[src/rtl/mc_pkg.sv]
// Shared definitions for the Monte Carlo run controller: host register map,
// CTRL/status bit positions and the run FSM state encoding.
package mc_pkg;

    // Host register addresses
    localparam logic [3:0] ADDR_CTRL   = 4'd0;
    localparam logic [3:0] ADDR_KERT   = 4'd1;
    localparam logic [3:0] ADDR_SE05   = 4'd2;
    localparam logic [3:0] ADDR_SIGSQ  = 4'd3;
    localparam logic [3:0] ADDR_RCMP   = 4'd4;
    localparam logic [3:0] ADDR_N      = 4'd5;
    localparam logic [3:0] ADDR_SUM_LO = 4'd6;
    localparam logic [3:0] ADDR_SUM_HI = 4'd7;
    localparam logic [3:0] ADDR_CNT    = 4'd8;

    // CTRL write bits
    localparam int CTRL_START    = 0;
    localparam int CTRL_ABORT    = 1;
    localparam int CTRL_CLR_DONE = 2;

    // Run controller states
    typedef enum logic [2:0] {
        ST_IDLE  = 3'd0,
        ST_CLEAR = 3'd1,
        ST_RUN   = 3'd2,
        ST_DRAIN = 3'd3,
        ST_DONE  = 3'd4
    } state_t;

endpackage

[src/rtl/mc_host_regs.sv]
// Host-visible register file for the run controller. Holds the pricing
// constants and sample count, decodes CTRL commands and muxes read data.
// Parameter registers are write-locked while a run is in progress so the
// datapath sees stable constants for the whole run.
module mc_host_regs
    import mc_pkg::*;
#(
    parameter int PARAM_W = 16,
    parameter int SUM_W   = 32,
    parameter int CNT_W   = 16
) (
    input  logic               clk,
    input  logic               reset,
    input  logic               wr_en,
    input  logic [3:0]         addr,
    input  logic [PARAM_W-1:0] wdata,
    input  logic               busy,
    input  logic               aborted,
    input  logic               done,
    input  logic [SUM_W-1:0]   sum,
    input  logic [CNT_W-1:0]   count,
    output logic [PARAM_W-1:0] kert,
    output logic [PARAM_W-1:0] se05sigmat,
    output logic [PARAM_W-1:0] sigmasqrtt,
    output logic [PARAM_W-1:0] rand_compare,
    output logic [CNT_W-1:0]   n_samples,
    output logic               start_cmd,
    output logic               abort_cmd,
    output logic               clr_done_cmd,
    output logic [PARAM_W-1:0] rdata
);

    logic ctrl_wr;

    assign ctrl_wr      = wr_en && (addr == ADDR_CTRL);
    assign start_cmd    = ctrl_wr && wdata[CTRL_START];
    assign abort_cmd    = ctrl_wr && wdata[CTRL_ABORT];
    assign clr_done_cmd = ctrl_wr && wdata[CTRL_CLR_DONE];

    // Parameter register writes, ignored while a run is active
    always_ff @(posedge clk or posedge reset) begin
        if (reset) begin
            kert         <= '0;
            se05sigmat   <= '0;
            sigmasqrtt   <= '0;
            rand_compare <= '0;
            n_samples    <= '0;
        end else if (wr_en && !busy) begin
            case (addr)
                ADDR_KERT:  kert         <= wdata;
                ADDR_SE05:  se05sigmat   <= wdata;
                ADDR_SIGSQ: sigmasqrtt   <= wdata;
                ADDR_RCMP:  rand_compare <= wdata;
                ADDR_N:     n_samples    <= wdata[CNT_W-1:0];
                default:    ;
            endcase
        end
    end

    // Combinational read mux; unmapped addresses read as zero
    always_comb begin
        rdata = '0;
        case (addr)
            ADDR_CTRL:   rdata = PARAM_W'({busy, aborted, done});
            ADDR_KERT:   rdata = kert;
            ADDR_SE05:   rdata = se05sigmat;
            ADDR_SIGSQ:  rdata = sigmasqrtt;
            ADDR_RCMP:   rdata = rand_compare;
            ADDR_N:      rdata = PARAM_W'(n_samples);
            ADDR_SUM_LO: rdata = sum[PARAM_W-1:0];
            ADDR_SUM_HI: rdata = sum[SUM_W-1:PARAM_W];
            ADDR_CNT:    rdata = PARAM_W'(count);
            default:     rdata = '0;
        endcase
    end

endmodule

[src/rtl/mc_run_ctrl.sv]
// Run controller for the Monte Carlo present-value datapath. On a start
// command it clears the datapath, streams N random samples into it, waits
// for the pipeline to drain and captures the accumulated sum.
module mc_run_ctrl
    import mc_pkg::*;
#(
    parameter int RAND_W   = 11,
    parameter int PARAM_W  = 16,
    parameter int SUM_W    = 32,
    parameter int CNT_W    = 16,
    parameter int PIPE_LAT = 2
) (
    input  logic               clk,
    input  logic               reset,
    input  logic               wr_en,
    input  logic [3:0]         addr,
    input  logic [PARAM_W-1:0] wdata,
    output logic [PARAM_W-1:0] rdata,
    input  logic               rnd_valid,
    input  logic [RAND_W-1:0]  rnd_data,
    output logic               rnd_ready,
    output logic               pv_clr,
    output logic               pv_valid,
    output logic [RAND_W-1:0]  pv_rand,
    output logic [PARAM_W-1:0] pv_kert,
    output logic [PARAM_W-1:0] pv_se05sigmat,
    output logic [PARAM_W-1:0] pv_sigmasqrtt,
    output logic [PARAM_W-1:0] pv_rand_compare,
    input  logic [SUM_W-1:0]   pv_sum,
    output logic               busy,
    output logic               done,
    output logic               irq
);

    // DRAIN lasts PIPE_LAT+1 cycles: one for the registered pv_valid plus
    // the datapath latency, so the last sample is in pv_sum before capture.
    localparam int DRAIN_W = $clog2(PIPE_LAT + 1) + 1;
    localparam logic [DRAIN_W-1:0] DRAIN_LAST = DRAIN_W'(PIPE_LAT);

    state_t             state;
    logic [CNT_W-1:0]   count;
    logic [CNT_W-1:0]   n_samples;
    logic [DRAIN_W-1:0] drain_cnt;
    logic [SUM_W-1:0]   sum_q;
    logic               aborted;
    logic               start_cmd;
    logic               abort_cmd;
    logic               clr_done_cmd;

    mc_host_regs #(
        .PARAM_W (PARAM_W),
        .SUM_W   (SUM_W),
        .CNT_W   (CNT_W)
    ) u_regs (
        .clk          (clk),
        .reset        (reset),
        .wr_en        (wr_en),
        .addr         (addr),
        .wdata        (wdata),
        .busy         (busy),
        .aborted      (aborted),
        .done         (done),
        .sum          (sum_q),
        .count        (count),
        .kert         (pv_kert),
        .se05sigmat   (pv_se05sigmat),
        .sigmasqrtt   (pv_sigmasqrtt),
        .rand_compare (pv_rand_compare),
        .n_samples    (n_samples),
        .start_cmd    (start_cmd),
        .abort_cmd    (abort_cmd),
        .clr_done_cmd (clr_done_cmd),
        .rdata        (rdata)
    );

    // Run FSM with registered handshake, datapath control and status outputs
    always_ff @(posedge clk or posedge reset) begin
        if (reset) begin
            state     <= ST_IDLE;
            count     <= '0;
            drain_cnt <= '0;
            sum_q     <= '0;
            pv_rand   <= '0;
            pv_valid  <= 1'b0;
            pv_clr    <= 1'b1;
            rnd_ready <= 1'b0;
            busy      <= 1'b0;
            done      <= 1'b0;
            irq       <= 1'b0;
            aborted   <= 1'b0;
        end else begin
            irq <= 1'b0;
            if (clr_done_cmd) begin
                done <= 1'b0;
            end

            if (busy && abort_cmd) begin
                state     <= ST_IDLE;
                busy      <= 1'b0;
                aborted   <= 1'b1;
                pv_valid  <= 1'b0;
                rnd_ready <= 1'b0;
                pv_clr    <= 1'b1;
            end else begin
                case (state)
                    ST_IDLE: begin
                        pv_clr    <= 1'b1;
                        pv_valid  <= 1'b0;
                        rnd_ready <= 1'b0;
                        if (start_cmd) begin
                            state   <= ST_CLEAR;
                            busy    <= 1'b1;
                            count   <= '0;
                            done    <= 1'b0;
                            aborted <= 1'b0;
                        end
                    end
                    ST_CLEAR: begin
                        if (n_samples == '0) begin
                            state     <= ST_DRAIN;
                            drain_cnt <= '0;
                        end else begin
                            state     <= ST_RUN;
                            pv_clr    <= 1'b0;
                            rnd_ready <= 1'b1;
                        end
                    end
                    ST_RUN: begin
                        if (rnd_valid && rnd_ready) begin
                            pv_rand  <= rnd_data;
                            pv_valid <= 1'b1;
                            count    <= count + CNT_W'(1);
                            if (count + CNT_W'(1) == n_samples) begin
                                state     <= ST_DRAIN;
                                drain_cnt <= '0;
                                rnd_ready <= 1'b0;
                            end
                        end else begin
                            pv_valid <= 1'b0;
                        end
                    end
                    ST_DRAIN: begin
                        pv_valid <= 1'b0;
                        if (drain_cnt == DRAIN_LAST) begin
                            state <= ST_DONE;
                            irq   <= 1'b1;
                        end else begin
                            drain_cnt <= drain_cnt + DRAIN_W'(1);
                        end
                    end
                    ST_DONE: begin
                        sum_q  <= pv_sum;
                        done   <= 1'b1;
                        busy   <= 1'b0;
                        pv_clr <= 1'b1;
                        state  <= ST_IDLE;
                    end
                    default: begin
                        state <= ST_IDLE;
                        busy  <= 1'b0;
                    end
                endcase
            end
        end
    end

endmodule
[config.mk]
export PLATFORM = sky130hd
export DESIGN_NAME = mc_run_ctrl
export DESIGN_NICKNAME = d
export VERILOG_FILES = /design/src/rtl/mc_pkg.sv /design/src/rtl/mc_host_regs.sv /design/src/rtl/mc_run_ctrl.sv
export SDC_FILE = /design/constraint.sdc
export NUM_CORES = 1
export LEC_CHECK = 0
export CAP_MARGIN = 30
export CORE_ASPECT_RATIO = 0.75
export CORE_MARGIN = 5
export CORE_UTILIZATION = 51
export CTS_BUF_LIST = sky130_fd_sc_hd__clkbuf_16
export DETAILED_ROUTE_END_ITERATION = 10
export GPL_ROUTABILITY_DRIVEN = 0
export PLACE_DENSITY = 0.88
export SLEW_MARGIN = 20
export SYNTH_ARGS = -nofsm -noshare
export SYNTH_HDL_FRONTEND = slang
export SYNTH_SLANG_ARGS = --single-unit
[constraint.sdc]
create_clock -name clk -period 6 [get_ports clk]
set_input_delay 1.2 -clock clk [delete_from_list [all_inputs] [get_ports clk]]
set_output_delay 1.2 -clock clk [all_outputs]
set_load 0.01 [all_outputs]
==> results of run 1 <==
layer usage:
metal | routed length [um] | global-route usage, %
met5 | 0 | 0
met4 | 888 | 11.9
met3 | 2690 | 9.14
met2 | 10500 | 41.5
met1 | 9270 | 37.4
per-stage QoR:
step                cell area [um^2]  setup WS (ns)  util (%)  power [mW]  std cells
floorplan                       7520          0.709         -        1.63        682
detailed placement              9380          0.855      64.9        2.03       1016
global route                    9960          0.643      68.9        3.20       1049
global placement                9330          0.944      64.5        2.01       1014
finish                          9960          0.700      68.9        3.09       1049
CTS                             9940          0.805      68.8        3.09       1048
cells in the mapped netlist, types with 2 or more instances:
cell type	n	share of area, %
ha_1	3	0.50
buf_2	16	1.1
a31oi_1	17	1.4
nor2b_1	5	0.42
nor2_1	34	1.7
dfrtp_1	151	50
a22o_1	11	1.3
and3_1	2	0.17
o31ai_1	6	0.60
nand3_1	17	1.1
a221oi_1	14	1.6
nand2b_1	9	0.75
o22ai_1	5	0.42
nand2_1	71	3.5
nand4_1	8	0.67
o41ai_1	3	0.35
mux2i_1	4	0.53
o21ai_0	36	2.4
inv_1	10	0.50
clkbuf_1	26	1.3
xor2_1	5	0.58
nor4_1	8	0.67
nand3b_1	2	0.20
or3_1	2	0.17
nor3b_1	3	0.30
or4_1	2	0.20
nor3_2	4	0.53
a22oi_1	31	3.1
mux2_2	112	17
nor3_1	7	0.47
or2_2	2	0.17
a211o_1	2	0.23
xnor2_1	14	1.6
o211ai_1	2	0.20
a21oi_1	16	1.1
sequential cells by signal (all words and copies together), names as in the netlist, 3 cells and up:
signal	flops
u_regs.sigmasqrtt	16
u_regs.se05sigmat	16
drain_cnt	3
u_regs.n_samples	16
sum_q	32
pv_rand	11
u_regs.rand_compare	16
count	16
u_regs.kert	16
state	3
power by group through the flow:
stage          sequential (mW)  combinational (mW)  clock, mW
3_3_place_gp              1.36               0.652          0
2_1_floorplan             1.35               0.281          0
6_report                  1.36               0.678       1.05
5_1_grt                   1.37               0.728       1.10
3_5_place_dp              1.36               0.673          0
4_1_cts                   1.35               0.681       1.06
worst max path at each step:
stage               endpoint  slack, ns  depth (start not counted)
finish              rdata[5]       0.70                          7
global route        rdata[5]       0.64                          7
CTS                 rdata[5]       0.81                          8
detailed placement  rdata[5]       0.85                          8
global placement    rdata[2]       0.94                          9
floorplan            aborted       0.71                          1
logic make-up (layout without fill, tap and decap cells):
kind of cell	after synthesis	after routing	synth area share (%)
xor+xnor	19	19	2.21
mux	116	116	17.3
simple gates	187	187	12.8
buf+inv	55	222	3.03
compound gates	150	150	13.5
flops	152	152	50.6
fa+ha+maj	3	3	0.499
critical path, delay by kind of cell:
family | cells | cell delay [ns]
compound gates | 2 | 0.38
buf+inv | 3 | 1.70
simple gates | 2 | 0.81
cell type report:
| class | count | area, um^2 |
|---|---|---|
| inverters | 11 | 46.3 |
| fillers | 1042 | 4490 |
| clock buffers | 17 | 425 |
| well taps | 200 | 250 |
| clock inverters | 15 | 143 |
| repair buffers | 179 | 1790 |
| multi-input cells | 475 | 3500 |
| flip-flops and latches | 152 | 3800 |
==> reports/metrics.cfg, run 1 <==
[clock_tree]
clkLatencyLatePin_ns=0.42
clockBufferDepth=2
post_cts_buffers=0
cts_tree=done
post_cts_resized=0
hold_buffers=0
cts_root_buf=clkbuf_16
cts.sinks=152
cts_buffers=17
path_clk_slew_ns=0.06
htreeDepth=4

[layout]
final_common_cell=clkdlybuf4s50_1
syn_to_final_growth_pct=32.5
layout_common_cells=clkdlybuf4s50_1 (163), dfrtp_1 (151), mux2_2 (112)
num_antenna_cells=0
drive_above_1_share_pct=21.0
nets=906

[floorplan]
initial_core_util_pct=52.0
die_w_um=150
die_h_um=115
core_area_um2=14500
die_area_um2=17300
io_pins=164
rows=38

[synthesis]
synth_edf_count=0
async_reset_ff_share_pct=100
synth.distinct_cells=57
syn_nets=752
yosys_warnings=0
syn_inst=682
synth.avg_cell_area_um2=11.0
synth_ff_type=dfrtp_1
synth_area_um2=7520
synth.yosys.seq_area_share_pct=50.6
ys_ff_latch=152

[timing]
worst_pin_slew_ns=0.972
setup_tns_ns=0
slew_headroom_pct=35.1
hold_viol_final=0
drv_slew=0
setup_violations=0
hold_ws_ns=0.474
max_freq_mhz=189
fin_skew_ns=0.00622
rsz0062_at_grt=false
fin_crit_sh_pct=88.3
min_period_ns=5.30

[setup_path]
max_stage_delay_ns=0.77
crit_path_end_kind=output pin
cp-start-kind=primary input
required_ns=4.80
rr_worst_depth=8
r2r_end=state[0]
worstSetupStartpoint=addr[0]
cp_max_fo=13
timing.critical_path.mode_cell=clkdlybuf4s50_1
critPathKind=primary input to output pin
path_cells=clkdlybuf4s50_1, nand2b_1, nor2_1, buf_4, a22oi_1, a31oi_1, clkdlybuf4s50_1
arrival_ns=4.10
critPathSlowestCell=clkdlybuf4s50_1
r2r-start=count[0]
r2r_setup_slack_ns=3.38

[drt]
via_per_inst=6.28
totalWireLength_um=23400
post_drt_wl_per_cell_um=22.3
via_count=6590
dr.pass1.iters=6
antenna_left=0
drt-initial-drc-count=690
post-route-drc-count=0

[grt]
grt_pass1_wl_um=36900
grt-ovfl-total=0
grt_max_degree=83
grt_pass1_vias=6647
antenna_found_initial=0
grt.total_usage_pct=27.8

[pwr]
p_comb_share_pct=22.0
power_per_cell_area_nw_per_um2=310
seq_power_share_pct=44.0
p_leak_nw=4.11
swShare_pct=30.1
clockPowerShare_pct=34.0
peakVddDrop_uv=236
internal-power_mw=2.16
p_sw_uw=928

[placed_design]
portBuffers=163
hpwl_um=16000

[min_path]
holdPathEnd=pv_rand[10]
hold_start=pv_rand[10]
worst_hold_path_type=register to register
whs_path_depth=2

[run]
cap_viol_max_count=0

[run_status]
run_status=completed

Power figures use the tool's default switching activity.
==> inputs of run 2 (changes only) <==
--- a/config.mk
+++ b/config.mk
@@ -6,13 +6,14 @@
 export NUM_CORES = 1
 export LEC_CHECK = 0
 export CAP_MARGIN = 30
-export CORE_ASPECT_RATIO = 0.75
+export CORE_ASPECT_RATIO = 0.7
 export CORE_MARGIN = 5
 export CORE_UTILIZATION = 51
 export CTS_BUF_LIST = sky130_fd_sc_hd__clkbuf_16
 export DETAILED_ROUTE_END_ITERATION = 10
 export GPL_ROUTABILITY_DRIVEN = 0
 export PLACE_DENSITY = 0.88
+export SKIP_LAST_GASP = 1
 export SLEW_MARGIN = 20
 export SYNTH_ARGS = -nofsm -noshare
 export SYNTH_HDL_FRONTEND = slang
==> run 2 against run 1 <==
Sequential cell count unchanged; die area hardly changed; power fell by 0.99%; hold slack gained 0.00054 ns; clock-buffer cell count is the same; clock power barely moved; via count up 0.73%; utilization shrank 0.90 points; sequential share of layout area up 0.16 points; critical path depth unchanged.
==> reports/metrics.cfg, run 2 (synthesis gave the netlist of run 1 again) <==
[setup_path]
critPathBufInv=2
r2r_setup_slack_ns=3.25
rr_worst_depth=8
crit_path_end_kind=output pin
r2r_end=state[0]
r2r-start=count[0]
critPathKind=primary input to output pin
cp_max_fo=13
crit_family=buffers and inverters
cp-start-kind=primary input
arrival_ns=4.11
timing.critical_path.mode_cell=clkdlybuf4s50_1
max_stage_delay_ns=0.78
critPathSlowestCell=clkdlybuf4s50_1
required_ns=4.80
path_cells=clkdlybuf4s50_1, nand2b_1, nor3_2, a22o_1, a221oi_1, a31oi_1, clkdlybuf4s50_1

[drt]
dr.pass1.iters=7
drt-initial-drc-count=842
post_drt_wl_per_cell_um=22.6
antenna_left=0
totalWireLength_um=23600
via_per_inst=6.36
via_count=6638
post-route-drc-count=0

[clock_tree]
post_cts_buffers=0
clockBufferDepth=2
post_cts_resized=0
clkLatencyLatePin_ns=0.43
cts_tree=done
cts.sinks=152
cts_buffers=17
path_clk_slew_ns=0.06
htreeDepth=4
hold_buffers=0
cts_root_buf=clkbuf_16

[timing]
min_period_ns=5.31
worst_pin_slew_ns=0.970
setup_violations=0
fin_crit_sh_pct=88.5
hold_viol_final=0
drv_slew=0
slew_headroom_pct=35.1
setup_tns_ns=0
rsz0062_at_grt=false
max_freq_mhz=188
fin_skew_ns=0.00923

[pwr]
p_leak_nw=4.09
power_per_cell_area_nw_per_um2=308
peakVddDrop_uv=186
power_mw=3.06

[layout]
largest_register_ffs=32
nets=905
fin_area_um2=9920
drive_above_1_share_pct=20.9
final_common_cell=clkdlybuf4s50_1
regMostFlops=sum_q
layout_common_cells=clkdlybuf4s50_1 (163), dfrtp_1 (151), mux2_2 (112)
syn_to_final_growth_pct=31.9
num_antenna_cells=0

[floorplan]
rows=37
initial_core_util_pct=51.6
die_h_um=112
core_area_um2=14600
die_area_um2=17300
die_w_um=155
io_pins=164

[run]
cap_viol_max_count=0

[min_path]
holdPathEnd=pv_rand[0]
hold_start=pv_rand[0]
whs_path_depth=2
worst_hold_path_type=register to register

[grt]
grt_pass1_wl_um=37300
antenna_found_initial=0
grt_max_degree=64
grt_pass1_vias=6608
grt-ovfl-total=0
grt.total_usage_pct=27.4

[run_status]
run_status=completed

[placed_design]
portBuffers=163
place_area_um2=9350
hpwl_um=16000

run 2: changes by cell type in the layout (fill, tap and decap cells not counted), sizes merged:
cell,previous run,this run
inv,19,18
clkinv,3,5
bufinv,1,0
buf,16,15
run 2: worst max-delay path by stage:
stage | endpoint | depth (start not counted) | slack [ns] | start
after detailed placement | rdata[0] | 6 | 0.77 | addr[0]
after global placement | rdata[2] | 8 | 0.89 | addr[0]
final | rdata[6] | 7 | 0.69 | addr[0]
after global routing | rdata[0] | 8 | 0.59 | addr[0]
after CTS | rdata[6] | 7 | 0.76 | addr[0]
after floorplan | aborted | 1 | 0.71 | reset
run 2: routing by layer:
| layer | vias up | part of all wire (%) | GRT usage [%] |
|---|---|---|---|
| met5 | - | 0 | 0 |
| met4 | 0 | 3.8 | 8.82 |
| met3 | 98 | 11 | 7.69 |
| met2 | 455 | 44 | 41.2 |
| met1 | 3268 | 41 | 38.5 |
| li1 | 2817 | - | - |
run 2: worst register-to-register path, stage by stage, from the launching register on:
cell      delay, ns
dfrtp_1        0.54
ha_1           0.37
nand3_2        0.22
or2_2          0.39
nor2_1         0.23
o31ai_1        0.10
a221oi_1       0.30
and4bb_4       0.28
o211a_1        0.22
run 2: area by class of cell:
cell class,count,area [um^2]
Clock buffer,17,425
Fill cell,1042,4670
Sequential cell,152,3800
Timing Repair Buffer,178,1780
Tap cell,195,244
Inverter,11,46.3
Multi-Input combinational cell,475,3500
Clock inverter,15,121
run 2: report_power, final:
| group | switching [mW] | leakage, nW | internal, mW | total, mW |
|---|---|---|---|---|
| combinational | 0.281 | 1.94 | 0.402 | 0.683 |
| sequential | 0.179 | 1.89 | 1.18 | 1.35 |
| clock | 0.480 | 0.265 | 0.539 | 1.02 |
| total | 0.940 | 4.09 | 2.12 | 3.06 |
run 2: through the flow:
step	hold slack (ns)	setup slack, ns	std cells	utilization, %
6_report	0.475	0.692	1043	68.0
3_5_place_dp	0.462	0.769	1010	64.1
5_1_grt	0.516	0.586	1043	68.0
3_3_place_gp	0.456	0.890	1009	63.9
4_1_cts	0.479	0.764	1042	67.9
2_1_floorplan	0.470	0.709	682	-
==> inputs of run 3 (changes only) <==
--- a/config.mk
+++ b/config.mk
@@ -7,7 +7,7 @@
 export LEC_CHECK = 0
 export CAP_MARGIN = 30
 export CORE_ASPECT_RATIO = 0.7
-export CORE_MARGIN = 5
+export CORE_MARGIN = 4
 export CORE_UTILIZATION = 51
 export CTS_BUF_LIST = sky130_fd_sc_hd__clkbuf_16
 export DETAILED_ROUTE_END_ITERATION = 10
==> run 3 against run 2 <==
Hold slack better by 0.00071 ns; fmax is 4.4% higher; largest cell class unchanged; first-iteration DRC count is 2.1% lower; highest routed layer unchanged; cell area is 0.37% lower; critical path type unchanged.
==> reports/metrics.cfg, run 3 (synthesis gave the netlist of run 1 again) <==
[setup_path]
required_ns=4.80
timing.critical_path.mode_cell=clkdlybuf4s50_1
max_stage_delay_ns=0.81
critPathKind=primary input to output pin
arrival_ns=3.89
cp_max_fo=13
path_cells=clkdlybuf4s50_1, nand2b_1, nor2_1, buf_4, a22o_1, a221oi_1, nand4_1, clkdlybuf4s50_1
critPathSlowestCell=clkdlybuf4s50_1
cp-start-kind=primary input
crit_path_end_kind=output pin

[clock_tree]
post_cts_resized=0
cts.sinks=152
post_cts_buffers=0
cts_tree=done
path_clk_slew_ns=0.06
hold_buffers=0
cts_buffers=17
cts_root_buf=clkbuf_16
htreeDepth=4
clkLatencyLatePin_ns=0.43
clockBufferDepth=2

[layout]
syn_to_final_growth_pct=31.4
final_cells=1036
layout_common_cells=clkdlybuf4s50_1 (163), dfrtp_1 (151), mux2_2 (112)
largest_register_ffs=32
final_common_cell=clkdlybuf4s50_1
regMostFlops=sum_q
drive_above_1_share_pct=20.9
num_antenna_cells=0
nets=904
fin_area_um2=9880

[run]
cap_viol_max_count=0

[min_path]
worst_hold_path_type=register to register

[drt]
post_drt_wl_per_cell_um=22.0
antenna_left=0
totalWireLength_um=22800
dr.pass1.iters=7
drt-initial-drc-count=824
via_per_inst=6.29
via_count=6518
post-route-drc-count=0

[grt]
grt_pass1_wl_um=35700
antenna_found_initial=0
grt-ovfl-total=0
grt.total_usage_pct=27.3
grt_max_degree=101
grt_pass1_vias=6396

[floorplan]
initial_core_util_pct=53.0
die_area_um2=16800
die_w_um=153
io_pins=164
core_area_um2=14200
rows=36
die_h_um=110

[timing]
fin_skew_ns=0.00764
min_period_ns=5.09
drv_slew=0
rsz0062_at_grt=false
slew_headroom_pct=36.5
worst_pin_slew_ns=0.951
hold_viol_final=0
max_freq_mhz=197
setup_tns_ns=0
setup_violations=0
fin_crit_sh_pct=84.8

[pwr]
p_leak_nw=4.08
peakVddDrop_uv=204
power_per_cell_area_nw_per_um2=307

[placed_design]
dpl.cell_count=1004
place_area_um2=9310
hpwl_um=15800
portBuffers=163

[run_status]
run_status=completed

run 3: report_power, final:
part / internal, mW / switching (mW) / total (mW)
sequential: 1.18 / 0.175 / 1.35
combinational: 0.403 / 0.279 / 0.682
clock: 0.537 / 0.461 / 0.998
run 3: area by class of cell:
cell class / count / area (um^2)
Clock buffer: 17 / 425
Clock inverter: 14 / 116
Fill cell: 990 / 4310
Inverter: 11 / 46.3
Multi-Input combinational cell: 475 / 3490
Sequential cell: 152 / 3800
Tap cell: 190 / 238
Timing Repair Buffer: 177 / 1760
run 3: stage by stage:
step	hold WS, ns	utilization [%]	setup WS (ns)	power (mW)
after CTS	0.483	69.4	0.986	3.03
final	0.476	69.6	0.913	3.03
after global routing	0.503	69.6	0.794	3.14
after detailed placement	0.467	65.6	0.995	2.03
after global placement	0.458	65.6	1.08	2.01
after floorplan	0.470	-	0.709	1.63
run 3: routing by layer:
| metal | wire length, um | GRT usage, % | part of all wire (%) | vias up |
|---|---|---|---|---|
| met3 | 2470 | 7.63 | 11 | 62 |
| met5 | 0 | 0 | 0 | - |
| met2 | 10100 | 41.6 | 44 | 414 |
| met1 | 9580 | 38.3 | 42 | 3220 |
| li1 | - | - | - | 2822 |
| met4 | 592 | 8.46 | 2.6 | 0 |
run 3: critical path, delay by kind of cell:
family	cells	cell delay, ns
compound gates	2	0.26
buf+inv	3	1.64
simple gates	3	0.79
run 3: path summary, 6_finish.rpt:
| path | slack [ns] | endpoint | start | cells past startpoint |
|---|---|---|---|---|
| max in group asynchronous | 3.58 | count[11] | reset | 4 |
| worst max-delay path | 0.91 | rdata[7] | addr[0] | 8 |
| worst max register to register | 3.38 | state[0] | count[0] | 8 |
| worst min register to register | 0.48 | pv_rand[0] | pv_rand[0] | 2 |
| min in group asynchronous | 1.06 | sum_q[4] | reset | 2 |
| worst min-delay path | 0.48 | pv_rand[0] | pv_rand[0] | 2 |
